$ cat src/rtl/rs232_rx_if.sv
// rs232_rx_if: byte stream from the UART receiver to its consumer.
//   out      received byte in [7:0], [31:8] always zero
//   out_stb  out is valid
//   out_ack  consumer accepts out
interface rs232_rx_if;
    logic [31:0] out;
    logic        out_stb;
    logic        out_ack;
    modport master (output out, output out_stb, input out_ack);
    modport slave (input out, input out_stb, output out_ack);
endinterface

$ cat src/rtl/rs232_receiver.sv
// rs232_receiver: 8N1 LSB-first UART receiver presenting bytes on a stb/ack stream.
//   clk            system clock, rising edge
//   rst            asynchronous reset, active low
//   rx             serial line, idle high, asynchronous to clk
//   stream         out / out_stb / out_ack byte stream (master side)
//   framing_error  one-cycle pulse when the stop bit samples low
//   overrun        one-cycle pulse when a byte is dropped because out is still held
module rs232_receiver #(
    parameter int CLOCK_FREQUENCY = 50000000,
    parameter int BAUD_RATE       = 115200
) (
    input  logic       clk,
    input  logic       rst,
    input  logic       rx,
    rs232_rx_if.master stream,
    output logic       framing_error,
    output logic       overrun
);
    localparam int CPB = CLOCK_FREQUENCY / BAUD_RATE;
    localparam int CW = $clog2(CPB);
    localparam logic [CW-1:0] RELOAD = CW'(CPB - 1);
    localparam logic [CW-1:0] HALF = CW'(CPB / 2 - 1);

    generate
        if (CPB < 4) begin : g_cpb_check
            $error("rs232_receiver: CLOCK_FREQUENCY/BAUD_RATE must be at least 4");
        end
    endgenerate

    typedef enum logic [2:0] {IDLE, START, DATA, STOP, BRK} state_t;

    state_t        state_q, state_d;
    logic [1:0]    sync_q;
    logic [CW-1:0] cnt_q, cnt_d;
    logic [2:0]    idx_q, idx_d;
    logic [7:0]    shift_q, shift_d;
    logic [7:0]    data_q, data_d;
    logic          stb_q, stb_d;
    logic          fe_q, fe_d;
    logic          ov_q, ov_d;
    logic          rx_s;
    logic          tick;

    assign rx_s = sync_q[1];
    assign tick = cnt_q == '0;
    assign stream.out = {24'b0, data_q};
    assign stream.out_stb = stb_q;
    assign framing_error = fe_q;
    assign overrun = ov_q;

    always_comb begin
        state_d = state_q;
        cnt_d = cnt_q;
        idx_d = idx_q;
        shift_d = shift_q;
        data_d = data_q;
        stb_d = stb_q && !stream.out_ack;
        fe_d = 1'b0;
        ov_d = 1'b0;
        // The bit timer only runs while a frame is in flight.
        if (state_q != IDLE && state_q != BRK)
            cnt_d = tick ? RELOAD : cnt_q - 1'b1;
        case (state_q)
            IDLE: begin
                // Half a bit period lands the first sample mid start bit.
                if (!rx_s) begin
                    state_d = START;
                    cnt_d = HALF;
                end
            end
            START: begin
                if (tick) begin
                    state_d = rx_s ? IDLE : DATA;
                    idx_d = 3'd0;
                end
            end
            DATA: begin
                if (tick) begin
                    shift_d[idx_q] = rx_s;
                    idx_d = idx_q + 3'd1;
                    if (idx_q == 3'd7)
                        state_d = STOP;
                end
            end
            STOP: begin
                if (tick) begin
                    state_d = rx_s ? IDLE : BRK;
                    fe_d = !rx_s;
                    // A byte may load in the same cycle the previous one is acked.
                    if (rx_s && (!stb_q || stream.out_ack)) begin
                        data_d = shift_q;
                        stb_d = 1'b1;
                    end
                    ov_d = rx_s && stb_q && !stream.out_ack;
                end
            end
            BRK: begin
                // A held-low line must not be mistaken for a stream of start bits.
                if (rx_s)
                    state_d = IDLE;
            end
            default: state_d = IDLE;
        endcase
    end

    always_ff @(posedge clk or negedge rst) begin
        if (!rst) begin
            sync_q <= 2'b11;
            state_q <= IDLE;
            cnt_q <= '0;
            idx_q <= '0;
            shift_q <= '0;
            data_q <= '0;
            stb_q <= 1'b0;
            fe_q <= 1'b0;
            ov_q <= 1'b0;
        end else begin
            sync_q <= {sync_q[0], rx};
            state_q <= state_d;
            cnt_q <= cnt_d;
            idx_q <= idx_d;
            shift_q <= shift_d;
            data_q <= data_d;
            stb_q <= stb_d;
            fe_q <= fe_d;
            ov_q <= ov_d;
        end
    end
endmodule

$ cat src/flat_wrapper.sv
// flat-port wrapper written by rule: the top's interface ports become plain ports
module rs232_receiver_flat 
#(
    parameter int CLOCK_FREQUENCY = 50000000,
    parameter int BAUD_RATE       = 115200
)
  (clk, rst, rx, framing_error, overrun, stream_out, stream_out_stb, stream_out_ack);
  rs232_rx_if stream_i ();
  input  logic clk;
  input  logic rst;
  input  logic rx;
  output logic framing_error;
  output logic overrun;
  output wire logic [$bits(stream_i.out)-1:0] stream_out;
  output wire logic [$bits(stream_i.out_stb)-1:0] stream_out_stb;
  input wire logic [$bits(stream_i.out_ack)-1:0] stream_out_ack;
  assign stream_out = stream_i.out;
  assign stream_out_stb = stream_i.out_stb;
  assign stream_i.out_ack = stream_out_ack;
  rs232_receiver #(.CLOCK_FREQUENCY(CLOCK_FREQUENCY), .BAUD_RATE(BAUD_RATE)) u_core (.clk(clk), .rst(rst), .rx(rx), .stream(stream_i), .framing_error(framing_error), .overrun(overrun));
endmodule
$ cat config.mk
export PLATFORM = sky130hd
export DESIGN_NAME = rs232_receiver_flat
export DESIGN_NICKNAME = d
export VERILOG_FILES = /design/src/rtl/rs232_rx_if.sv /design/src/rtl/rs232_receiver.sv /design/src/flat_wrapper.sv
export SDC_FILE = /design/constraint.sdc
export NUM_CORES = 1
export LEC_CHECK = 0
export CAP_MARGIN = 25
export CORE_MARGIN = 8
export CORE_UTILIZATION = 40
export CTS_BUF_LIST = sky130_fd_sc_hd__clkbuf_8
export CTS_CLUSTER_SIZE = 24
export DETAILED_ROUTE_END_ITERATION = 8
export HOLD_SLACK_MARGIN = 0.03
export PLACE_DENSITY = 0.77
export SLEW_MARGIN = 20
export SYNTH_ARGS = -nofsm -noshare
export SYNTH_HDL_FRONTEND = slang
export SYNTH_SLANG_ARGS = --single-unit
$ cat constraint.sdc
create_clock -name clk -period 2.9 [get_ports clk]
set_input_delay 0.58 -clock clk [delete_from_list [all_inputs] [get_ports clk]]
set_output_delay 0.58 -clock clk [all_outputs]
set_load 0.05 [all_outputs]
==> metrics.csv, run 1 <==
stage;metric;value;unit
status;run_status;finished clean;
yosys;synth_common_cells;dfrtp_1, buf_4, mux2_2;
flow_run;cap_violations;0;
placed_design;place_ws;0.422;ns
critical_path;arrival;2.67;ns
timing;fin_crit_sh;0.861;
floorplanning;num_rows;25;
yosys;synth_mux_area_frac;0.100;
global_routing;globalRouteTotalUtil;0.0974;
timing;worst_pin_slew;0.752;ns
yosys;synth_top_cell_by_area;dfrtp_1;
clocking;cts_inserted_buffers;5;
yosys;ys_warn_count;0;
timing;fin_setup_tns;0;ns
global_routing;grt_overflow_total;0;
final_layout;register_area;903;um2
timing;max_freq;401;MHz
critical_path;worstReg2RegEnd;u_core.shift_q[3]$_DFFE_PN0P_;
yosys;yosysUniqueCellTypes;46;
route;first_pass_iters;5;
clocking;ctsHoldBuffers;0;
placed_design;dpl_cell_area;1960;um2
yosys;synth_top_family_by_area;simple AND/OR/NAND/NOR gates;
timing;finalMaxSlewViolations;0;
route;drt-total-wl;3370;um
timing;relSlewSlack;0.498;
critical_path;r2r_cells;6;
clocking;cts_tree;done;
timing;hold_viol;0;
critical_path;crit_path_max_fanout;8;
yosys;synth-seq-area-share;0.475;
critical_path;crit_chain;inv_1 -> ha_1 -> or3b_2 -> or2_1 -> or4_1 -> mux2_1;
pwr;leakage;0.000944;uW
yosys;synth_compound_area_frac;0.0737;
placed_design;port_buffers;14;
timing;worst_slack;0.403;ns
clocking;cts_resized;0;
floorplanning;die_h;84.9;um
timing;min_period;2.50;ns
floorplanning;die_area;7210;um2
yosys;synth.area.top_cells;dfrtp_1, buf_4, mux2_2, dfstp_2, nor4_1;
yosys;synthSimpleGateAreaFrac;0.177;
critical_path;regToRegStartpoint;u_core.cnt_q[0]$_DFF_PN0_;
route;vias;1252;
global_routing;grt_pass1_wl;5710;um
yosys;synth_top_flop_cell;dfrtp_1;
clocking;path_clk_slew;0.07;ns
pwr;ir_drop;0.337;mV
yosys;yosysMostFrequentCell;dfrtp_1;
critical_path;worstSetupEndpointType;register;
timing;setup_viol;0;
floorplanning;ioPinCount;39;
global_routing;grt_max_degree;37;
clocking;clockRootBuffer;clkbuf_8;
route;ant_nets;0;
route;drc;0;
yosys;synth-xor-area-share;0.0184;
clocking;ctsHtreeMaxLevel;2;
critical_path;path_class;register to register;
final_layout;filler_cell_count;449;
clocking;clk_path_buf_depth;2;
critical_path;cp-start-kind;register;
timing;rsz0062_at_grt;no;
final_layout;final_area;2050;um2
final_layout;multi_input_area;830;um2
floorplanning;start_util;0.408;
yosys;netlist_instances;178;
timing;fin_skew;0.00634;ns
yosys;syn_avg_cell_area;10.7;um2
critical_path;cp_slowest_cell;or4_1;
route;wl_per_cell;13.7;um
critical_path;reg2reg_slack;0.40;ns
placed_design;hpwl;2540;um
yosys;netlist_area;1900;um2
final_layout;area_growth;7.83;%
clocking;clk_latency;0.29;ns
final_layout;final_util;0.440;
global_routing;antenna_found_initial;0;
yosys;synth_top_area_share;0.448;
route;avgViaCountPerCell;5.09;
floorplanning;die_x;84.9;um
final_layout;num_antenna_cells;0;
route;drtIter0Drc;75;
placed_design;finalWeightedCongestion;0.826;
critical_path;startpoint;u_core.cnt_q[0]$_DFF_PN0_;
min_path;hp-class;primary input to async pin;
global_routing;grt_pass1_vias;1256;
final_layout;layout-drive-gt1-share;0.182;
pwr;power_density;452;nW/um2
critical_path;crit_end;u_core.shift_q[3]$_DFFE_PN0P_;
floorplanning;coreArea;4660;um2
yosys;synth-seq-cells;36;
yosys;synth_edf_count;0;
yosys;synthArstFlopShare;1.00;
clocking;post-cts-setup-buffers;0;
critical_path;critPathRequiredTime;3.07;ns
final_layout;nets;198;
clocking;clock-sinks;36;
yosys;yosys.area_share.adder;0.0197;
critical_path;critical-path-max-stage-delay;0.54;ns
cell type report:
cell class | count | area share
multi-input cells | 129 | 0.405
inverters | 3 | 0.00549
flip-flops and latches | 36 | 0.441
clock buffers | 5 | 0.0336
well taps | 54 | 0.0330
repair buffers | 16 | 0.0733
clock inverters | 3 | 0.00916
power breakdown:
group          total (uW)  switching [uW]  internal, uW  leakage (uW)
Sequential            507            2.71           505      0.000478
Combinational        81.7            78.3          3.42      0.000418
Clock                 337             170           167     0.0000479
Total                 926             251           675      0.000944
worst min path at each step:
| stage | to | slack, ns |
|---|---|---|
| after CTS | u_core.sync_q[1]$_DFF_PN1_ | 0.36 |
| final | u_core.cnt_q[5]$_DFF_PN0_ | 0.36 |
| after global routing | u_core.sync_q[1]$_DFF_PN1_ | 0.36 |
| after detailed placement | u_core.sync_q[1]$_DFF_PN1_ | 0.35 |
| after floorplan | u_core.cnt_q[0]$_DFF_PN0_ | 0.28 |
| after global placement | u_core.sync_q[1]$_DFF_PN1_ | 0.35 |
registers in the layout (all words and copies together) (netlist names):
register               flops
u_core.stream.out_stb      1
u_core.overrun             1
u_core.idx_q               3
u_core.shift_q             8
u_core.framing_error       1
u_core.state_q             3
u_core.cnt_q               9
u_core.sync_q              2
u_core.data_q              8
critical path: cells and delay by family (launching register included):
| family | cells | cell delay (ns) |
|---|---|---|
| buf+inv | 1 | 0.07 |
| mux | 1 | 0.32 |
| flops | 1 | 0.41 |
| simple gates | 3 | 1.41 |
| fa+ha+maj | 1 | 0.17 |
layout by cell type (no fill, tap or decap), types with 3 or more instances in the layout:
master and instances:
nor2_1 10, nor4_1 7, conb_1 24, and2_1 3, nand4_1 3, clkdlybuf4s50_1 13, mux2_2 15, dfrtp_1 34
nor3_1 5, ha_1 3, a21oi_1 5, nand2_1 9, clkbuf_8 5, inv_1 3, nand2b_1 4, nand3_1 6
stage by stage:
step | hold WS, ns | cells | power [uW]
floorplan | 0.284 | 201 | 610
global placement | 0.348 | 238 | 598
detailed placement | 0.351 | 238 | 598
CTS | 0.361 | 246 | 935
global route | 0.362 | 246 | 957
finish | 0.356 | 246 | 926
cells by family after synthesis:
logic type | count (synthesis)
AND/OR/NAND/NOR | 61
flip-flops | 36
buffers and inverters | 36
AO/OA/AOI/OAI | 20
multiplexers | 17
XOR/XNOR | 4
adder cells (fa/ha/maj) | 3
other | 1
per-layer routing:
layer | vias up | wire length [um] | track usage
li1 | 612 | - | -
met1 | 595 | 1560 | 0.115
met2 | 39 | 1550 | 0.153
met3 | 6 | 218 | 0.0425
met4 | 0 | 43 | 0.0356
met5 | - | 0 | 0
(Power assumes the default switching activity.)
==> run 2: changes to the inputs <==
--- a/config.mk
+++ b/config.mk
@@ -9,7 +9,7 @@
 export CORE_MARGIN = 8
 export CORE_UTILIZATION = 40
 export CTS_BUF_LIST = sky130_fd_sc_hd__clkbuf_8
-export CTS_CLUSTER_SIZE = 24
+export CTS_CLUSTER_SIZE = 14
 export DETAILED_ROUTE_END_ITERATION = 8
 export HOLD_SLACK_MARGIN = 0.03
 export PLACE_DENSITY = 0.77
==> results of run 2 <==
No change in the layout: final DEF, timing and power equal those of run 1.
